===== src/rtl/mul8_seq_ctrl.sv =====
// ---------------------------------------------------------------------------
// mul8_seq_ctrl
//   Sequencing controller that builds an unsigned 8x8 -> 16-bit product by
//   time-multiplexing an external combinational 4x4 multiplier over four
//   partial-product steps. A valid/ready handshake is used on both the operand
//   side and the result side.
//
//   Parameters:
//     ZERO_BYPASS - when 1, an operand pair with a zero operand skips the
//                   multiply steps and reports product 0 one cycle after accept.
//
//   Ports:
//     clk        in   rising-edge clock
//     rst_n      in   asynchronous active-low reset
//     in_valid   in   operand pair valid
//     in_ready   out  operands can be accepted (IDLE only)
//     a, b       in   8-bit unsigned operands
//     out_valid  out  product valid, held until accepted
//     out_ready  in   sink accepts product
//     product    out  16-bit registered result
//     busy       out  operation in progress (MUL or DONE)
//     mul_a      out  nibble operand to the 4x4 multiplier
//     mul_b      out  nibble operand to the 4x4 multiplier
//     mul_p      in   8-bit combinational product from the 4x4 multiplier
// ---------------------------------------------------------------------------
module mul8_seq_ctrl #(
    parameter logic ZERO_BYPASS = 1'b1
) (
    input  logic        clk,
    input  logic        rst_n,
    input  logic        in_valid,
    output logic        in_ready,
    input  logic [7:0]  a,
    input  logic [7:0]  b,
    output logic        out_valid,
    input  logic        out_ready,
    output logic [15:0] product,
    output logic        busy,
    output logic [3:0]  mul_a,
    output logic [3:0]  mul_b,
    input  logic [7:0]  mul_p
);

    typedef enum logic [1:0] {
        ST_IDLE = 2'd0,
        ST_MUL  = 2'd1,
        ST_DONE = 2'd2
    } state_t;

    state_t      state_q,     state_d;
    logic [1:0]  step_q,      step_d;
    logic [15:0] acc_q,       acc_d;
    logic [7:0]  op_a_q,      op_a_d;
    logic [7:0]  op_b_q,      op_b_d;
    logic [15:0] product_q,   product_d;
    logic        out_valid_q, out_valid_d;
    logic        in_ready_q,  in_ready_d;
    logic        busy_q,      busy_d;

    logic [3:0]  mul_a_s;
    logic [3:0]  mul_b_s;
    logic [15:0] pp_shift_s;
    logic [15:0] acc_sum_s;
    logic        zero_op_s;

    assign in_ready  = in_ready_q;
    assign out_valid = out_valid_q;
    assign product   = product_q;
    assign busy      = busy_q;
    assign mul_a     = mul_a_s;
    assign mul_b     = mul_b_s;

    // Nibble selection for the current step and alignment of the returned partial product.
    always_comb begin
        mul_a_s    = 4'h0;
        mul_b_s    = 4'h0;
        pp_shift_s = 16'h0000;
        if (state_q == ST_MUL) begin
            case (step_q)
                2'd0: begin
                    mul_a_s    = op_a_q[3:0];
                    mul_b_s    = op_b_q[3:0];
                    pp_shift_s = {8'h00, mul_p};
                end
                2'd1: begin
                    mul_a_s    = op_a_q[7:4];
                    mul_b_s    = op_b_q[3:0];
                    pp_shift_s = {4'h0, mul_p, 4'h0};
                end
                2'd2: begin
                    mul_a_s    = op_a_q[3:0];
                    mul_b_s    = op_b_q[7:4];
                    pp_shift_s = {4'h0, mul_p, 4'h0};
                end
                2'd3: begin
                    mul_a_s    = op_a_q[7:4];
                    mul_b_s    = op_b_q[7:4];
                    pp_shift_s = {mul_p, 8'h00};
                end
                default: begin
                    mul_a_s    = 4'h0;
                    mul_b_s    = 4'h0;
                    pp_shift_s = 16'h0000;
                end
            endcase
        end else begin
            // Operands parked at zero so the multiplier does not toggle when idle.
            mul_a_s    = 4'h0;
            mul_b_s    = 4'h0;
            pp_shift_s = 16'h0000;
        end
    end

    // Accumulator sum; 255*255 fits in 16 bits so no carry-out is kept.
    always_comb begin
        acc_sum_s = acc_q + pp_shift_s;
        zero_op_s = (a == 8'h00) || (b == 8'h00);
    end

    // Next-state and next-output computation for the sequencing FSM.
    always_comb begin
        state_d     = state_q;
        step_d      = step_q;
        acc_d       = acc_q;
        op_a_d      = op_a_q;
        op_b_d      = op_b_q;
        product_d   = product_q;
        out_valid_d = out_valid_q;
        in_ready_d  = in_ready_q;
        busy_d      = busy_q;
        case (state_q)
            ST_IDLE: begin
                in_ready_d  = 1'b1;
                busy_d      = 1'b0;
                out_valid_d = 1'b0;
                if (in_valid && in_ready_q) begin
                    op_a_d     = a;
                    op_b_d     = b;
                    acc_d      = 16'h0000;
                    in_ready_d = 1'b0;
                    busy_d     = 1'b1;
                    step_d     = 2'd0;
                    if ((ZERO_BYPASS == 1'b1) && zero_op_s) begin
                        state_d = ST_DONE;
                    end else begin
                        state_d = ST_MUL;
                    end
                end else begin
                    state_d = ST_IDLE;
                end
            end
            ST_MUL: begin
                acc_d  = acc_sum_s;
                step_d = step_q + 2'd1;
                if (step_q == 2'd3) begin
                    // Final partial product lands in product on the same edge.
                    state_d     = ST_DONE;
                    product_d   = acc_sum_s;
                    out_valid_d = 1'b1;
                end else begin
                    state_d = ST_MUL;
                end
            end
            ST_DONE: begin
                if (!out_valid_q) begin
                    // Only reachable through the zero bypass: publish the cleared acc one cycle after accept.
                    out_valid_d = 1'b1;
                    product_d   = acc_q;
                end else if (out_ready) begin
                    out_valid_d = 1'b0;
                    in_ready_d  = 1'b1;
                    busy_d      = 1'b0;
                    state_d     = ST_IDLE;
                end else begin
                    state_d = ST_DONE;
                end
            end
            default: begin
                state_d     = ST_IDLE;
                step_d      = 2'd0;
                acc_d       = 16'h0000;
                out_valid_d = 1'b0;
                in_ready_d  = 1'b1;
                busy_d      = 1'b0;
            end
        endcase
    end

    // State and registered-output flops with asynchronous reset.
    always_ff @(posedge clk or negedge rst_n) begin
        if (!rst_n) begin
            state_q     <= ST_IDLE;
            step_q      <= 2'd0;
            acc_q       <= 16'h0000;
            op_a_q      <= 8'h00;
            op_b_q      <= 8'h00;
            product_q   <= 16'h0000;
            out_valid_q <= 1'b0;
            in_ready_q  <= 1'b1;
            busy_q      <= 1'b0;
        end else begin
            state_q     <= state_d;
            step_q      <= step_d;
            acc_q       <= acc_d;
            op_a_q      <= op_a_d;
            op_b_q      <= op_b_d;
            product_q   <= product_d;
            out_valid_q <= out_valid_d;
            in_ready_q  <= in_ready_d;
            busy_q      <= busy_d;
        end
    end

endmodule


===== config.mk =====
export PLATFORM = sky130hd
export DESIGN_NAME = mul8_seq_ctrl
export DESIGN_NICKNAME = d
export VERILOG_FILES = /design/src/rtl/mul8_seq_ctrl.sv
export SDC_FILE = /design/constraint.sdc
export NUM_CORES = 1
export LEC_CHECK = 0
export ABC_AREA = 1
export ABC_CLOCK_PERIOD_IN_PS = 3650
export BUFFER_PORTS_ARGS = -buffer_cell sky130_fd_sc_hd__buf_2
export CORE_ASPECT_RATIO = 2
export CORE_MARGIN = 10
export CORE_UTILIZATION = 58
export CTS_CLUSTER_SIZE = 40
export DETAILED_ROUTE_END_ITERATION = 8
export PLACE_DENSITY = 0.79
export REMOVE_ABC_BUFFERS = 1
export SYNTH_ARGS = -nofsm -noshare
export SYNTH_HDL_FRONTEND = slang
export SYNTH_SLANG_ARGS = --single-unit

===== constraint.sdc =====
create_clock -name clk -period 3.65 [get_ports clk]
set_clock_uncertainty 0.2 [all_clocks]
set_input_delay 0.73 -clock clk [delete_from_list [all_inputs] [get_ports clk]]
set_output_delay 0.73 -clock clk [all_outputs]
set_load 0.02 [all_outputs]

==> qor.yml <==
outcome:
  outcome: "finished, final reports clean"
global_routing:
  grt_usage_pct: 20.1
  antenna_found_initial: 0
  grt_pass1_vias: 3635
  gr-total-overflow: 0
  grt_pass1_wl_mm: 16.5
  grt_max_degree: 36
synth:
  synth_edf_count: 0
  synth_seq_cells: 55
  ys.flop_type: "dfrtp_1"
  syn_avg_cell_area_um2: 6.95
  ys_types: 31
  yosys_warnings: 0
  yosysSeqAreaShare_pct: 37.8
  postSynthCellCount: 524
  synth_area_um2: 3640
  async_flop_share_pct: 100
power:
  ir_drop_uv: 453
  p_int_mw: 1.74
  p_sw_mw: 1.65
  powerDensity_nw_per_um2: 816
  swShare_pct: 48.6
  power_frac_seq_pct: 29.9
  p_comb_share_pct: 55.0
  clock_power_share_pct: 15.1
  p_leak_nw: 2.43
die:
  dieHeight_um: 132
  num_io_pins: 55
  fp-row-count: 40
  core_area_um2: 6060
  die_x_um: 76.0
  die_area_um2: 10000
  initial_core_util_pct: 60.2
final_layout:
  num_antenna_cells: 0
  fin_nets: 632
  stdcell_area_um2: 4150
  final_layout_size_suffix_gt1_share_pct: 14.8
  layout_commonest_cell: "nand2_1"
  final_util_pct: 68.5
  layout_common_cells: "nand2_1 (212), inv_1 (63), dfrtp_1 (54), buf_2 (54), nor2_1 (42)"
  syn_to_final_growth_pct: 13.9
  final_cells: 665
cts:
  clockBufferDepth: 2
  cts.clk_slew.worst_paths_ns: 0.08
  cts_num_sinks: 55
  clkLatencyLatePin_ns: 0.30
  cts_tree: "built"
  post_cts_buffers: 0
  numCtsBuffers: 5
  cts-resized-gates: 0
  clockRootBuffer: "clkbuf_16"
  hold_buffers: 0
  htreeDepth: 2
sta:
  slew_headroom_pct: 47.4
  rsz0062_at_grt: "false"
  whs_ns: 0.269
  slew_viol_final: 0
  hold_viol: 0
  final.min_clock_period_ns: 3.10
  tns_ns: 0
  min_period_over_period_pct: 84.9
  fmax_mhz: 323
  worst_pin_slew_ns: 0.788
  setup_violations: 0
worst_setup_path:
  cp.arrival_ns: 3.09
  crit_path_end_kind: "flop"
  crit_path_start_kind: "flop"
  cp_max_fo: 8
  required_ns: 3.65
  crit_type: "reg -> reg"
place:
  postPlaceCellArea_um2: 4000
  globalplace.congestion: 0.978
  place_inst: 657
  hpwl_mm: 7.90
  io_buffers: 54
run:
  cap_violations: 0
detailed_routing:
  drtAntennaViolNets: 0
  finalWirelength_mm: 9.95
  drc: 0
  routed_via_density: 5.23
  wire_per_inst_um: 15.0
  first_pass_iters: 4
  drt-initial-drc-count: 185
  num_vias: 3481
hold_path:
  hp-class: "reg -> reg"
-- sequential cells by signal, indices dropped and copies added, names as in the netlist --
register / count
acc_q: 16
product: 16
op_a_q: 8
op_b_q: 8
state_q: 2
step_q: 2
busy: 1
in_ready: 1
out_valid: 1
-- power by group through the flow --
stage,clock (mW),combinational [mW],sequential [mW]
floorplan,0,1.19,1.10
global placement,0,1.83,1.01
detailed placement,0,1.86,1.02
CTS,0.520,1.88,1.01
global route,0.546,2.09,1.04
finish,0.512,1.86,1.01
-- synthesized netlist by cell type (2+ instances only) --
cell type,n,area (µm²)
nand2_2,2,12.5
o22ai_1,7,43.8
nor2_1,42,158
buf_6,3,33.8
nand3_1,16,80.1
o21ai_1,4,20.0
nor3_1,5,25.0
nand3b_1,2,15.0
xnor2_1,6,52.6
ha_1,23,288
inv_1,63,236
nand2_1,212,796
o21ai_0,24,120
buf_2,6,30.0
o32ai_1,3,26.3
clkbuf_1,3,11.3
dfrtp_1,54,1350
a21oi_1,22,110
xor2_1,2,17.5
a21oi_2,4,35.0
or2_2,2,12.5
nor4_1,4,25.0
o21a_1,3,22.5
inv_2,5,18.8
-- cell families (layout without fill, tap and decap cells) --
| logic type | after synthesis | count (layout) | synth area share [%] |
|---|---|---|---|
| DFF | 55 | 55 | 37.8 |
| adders and majority gates | 24 | 24 | 8.45 |
| xor gates and xnor gates | 8 | 8 | 1.92 |
| AOI/OAI and AO/OA | 69 | 69 | 11.0 |
| buffers and inverters | 80 | 137 | 9.07 |
| and+or+nand+nor | 288 | 288 | 31.7 |
-- per-layer routing --
| metal | global-route usage (%) | vias up | routed length [µm] |
|---|---|---|---|
| li1 | - | 1755 | - |
| met1 | 19.4 | 1623 | 3710 |
| met2 | 39.1 | 84 | 5560 |
| met3 | 3.62 | 19 | 379 |
| met4 | 8.69 | 0 | 299 |
| met5 | 0 | - | 0 |
-- through the flow --
stage	setup WS [ns]	power [mW]
floorplan	0.801	2.29
global placement	0.572	2.84
detailed placement	0.576	2.88
CTS	0.547	3.41
global route	0.278	3.67
finish	0.552	3.38
-- final timing paths --
| path | start | end | slack [ns] | cells past startpoint |
|---|---|---|---|---|
| max in group asynchronous | rst_n | in_ready$_DFFE_PN1P_ | 2.20 | 2 |
| worst min-delay path | op_b_q[6]$_DFFE_PN0P_ | op_b_q[6]$_DFFE_PN0P_ | 0.27 | 2 |
| worst min register to register | op_b_q[6]$_DFFE_PN0P_ | op_b_q[6]$_DFFE_PN0P_ | 0.27 | 2 |
| min in group asynchronous | rst_n | op_b_q[7]$_DFFE_PN0P_ | 0.30 | 1 |
| worst max-delay path | step_q[0]$_DFFE_PN0P_ | product[15]$_DFFE_PN0P_ | 0.55 | 15 |
| worst max register to register | step_q[0]$_DFFE_PN0P_ | product[15]$_DFFE_PN0P_ | 0.55 | 15 |
-- layout make-up --
cell class	count	area [µm²]
fillers	560	1910
clock buffers	5	125
repair buffers	61	323
inverters	68	255
flip-flops and latches	55	1380
clock inverters	3	27.5
well taps	84	105
multi-input cells	389	1940
-- critical path: stages, from the launching register on --
cell and delay (ns):
dfrtp_1 0.43, inv_1 0.16, ha_1 0.25, or2_1 0.32
o32ai_1 0.38, ha_1 0.35, nand2_1 0.12, inv_1 0.07
a21oi_1 0.13, nand2_1 0.12, nand2_1 0.10, nand2_1 0.06
nand2_1 0.07, nand3_1 0.07, nand2_1 0.10, nand2_1 0.06
(Power assumes the default switching activity.)
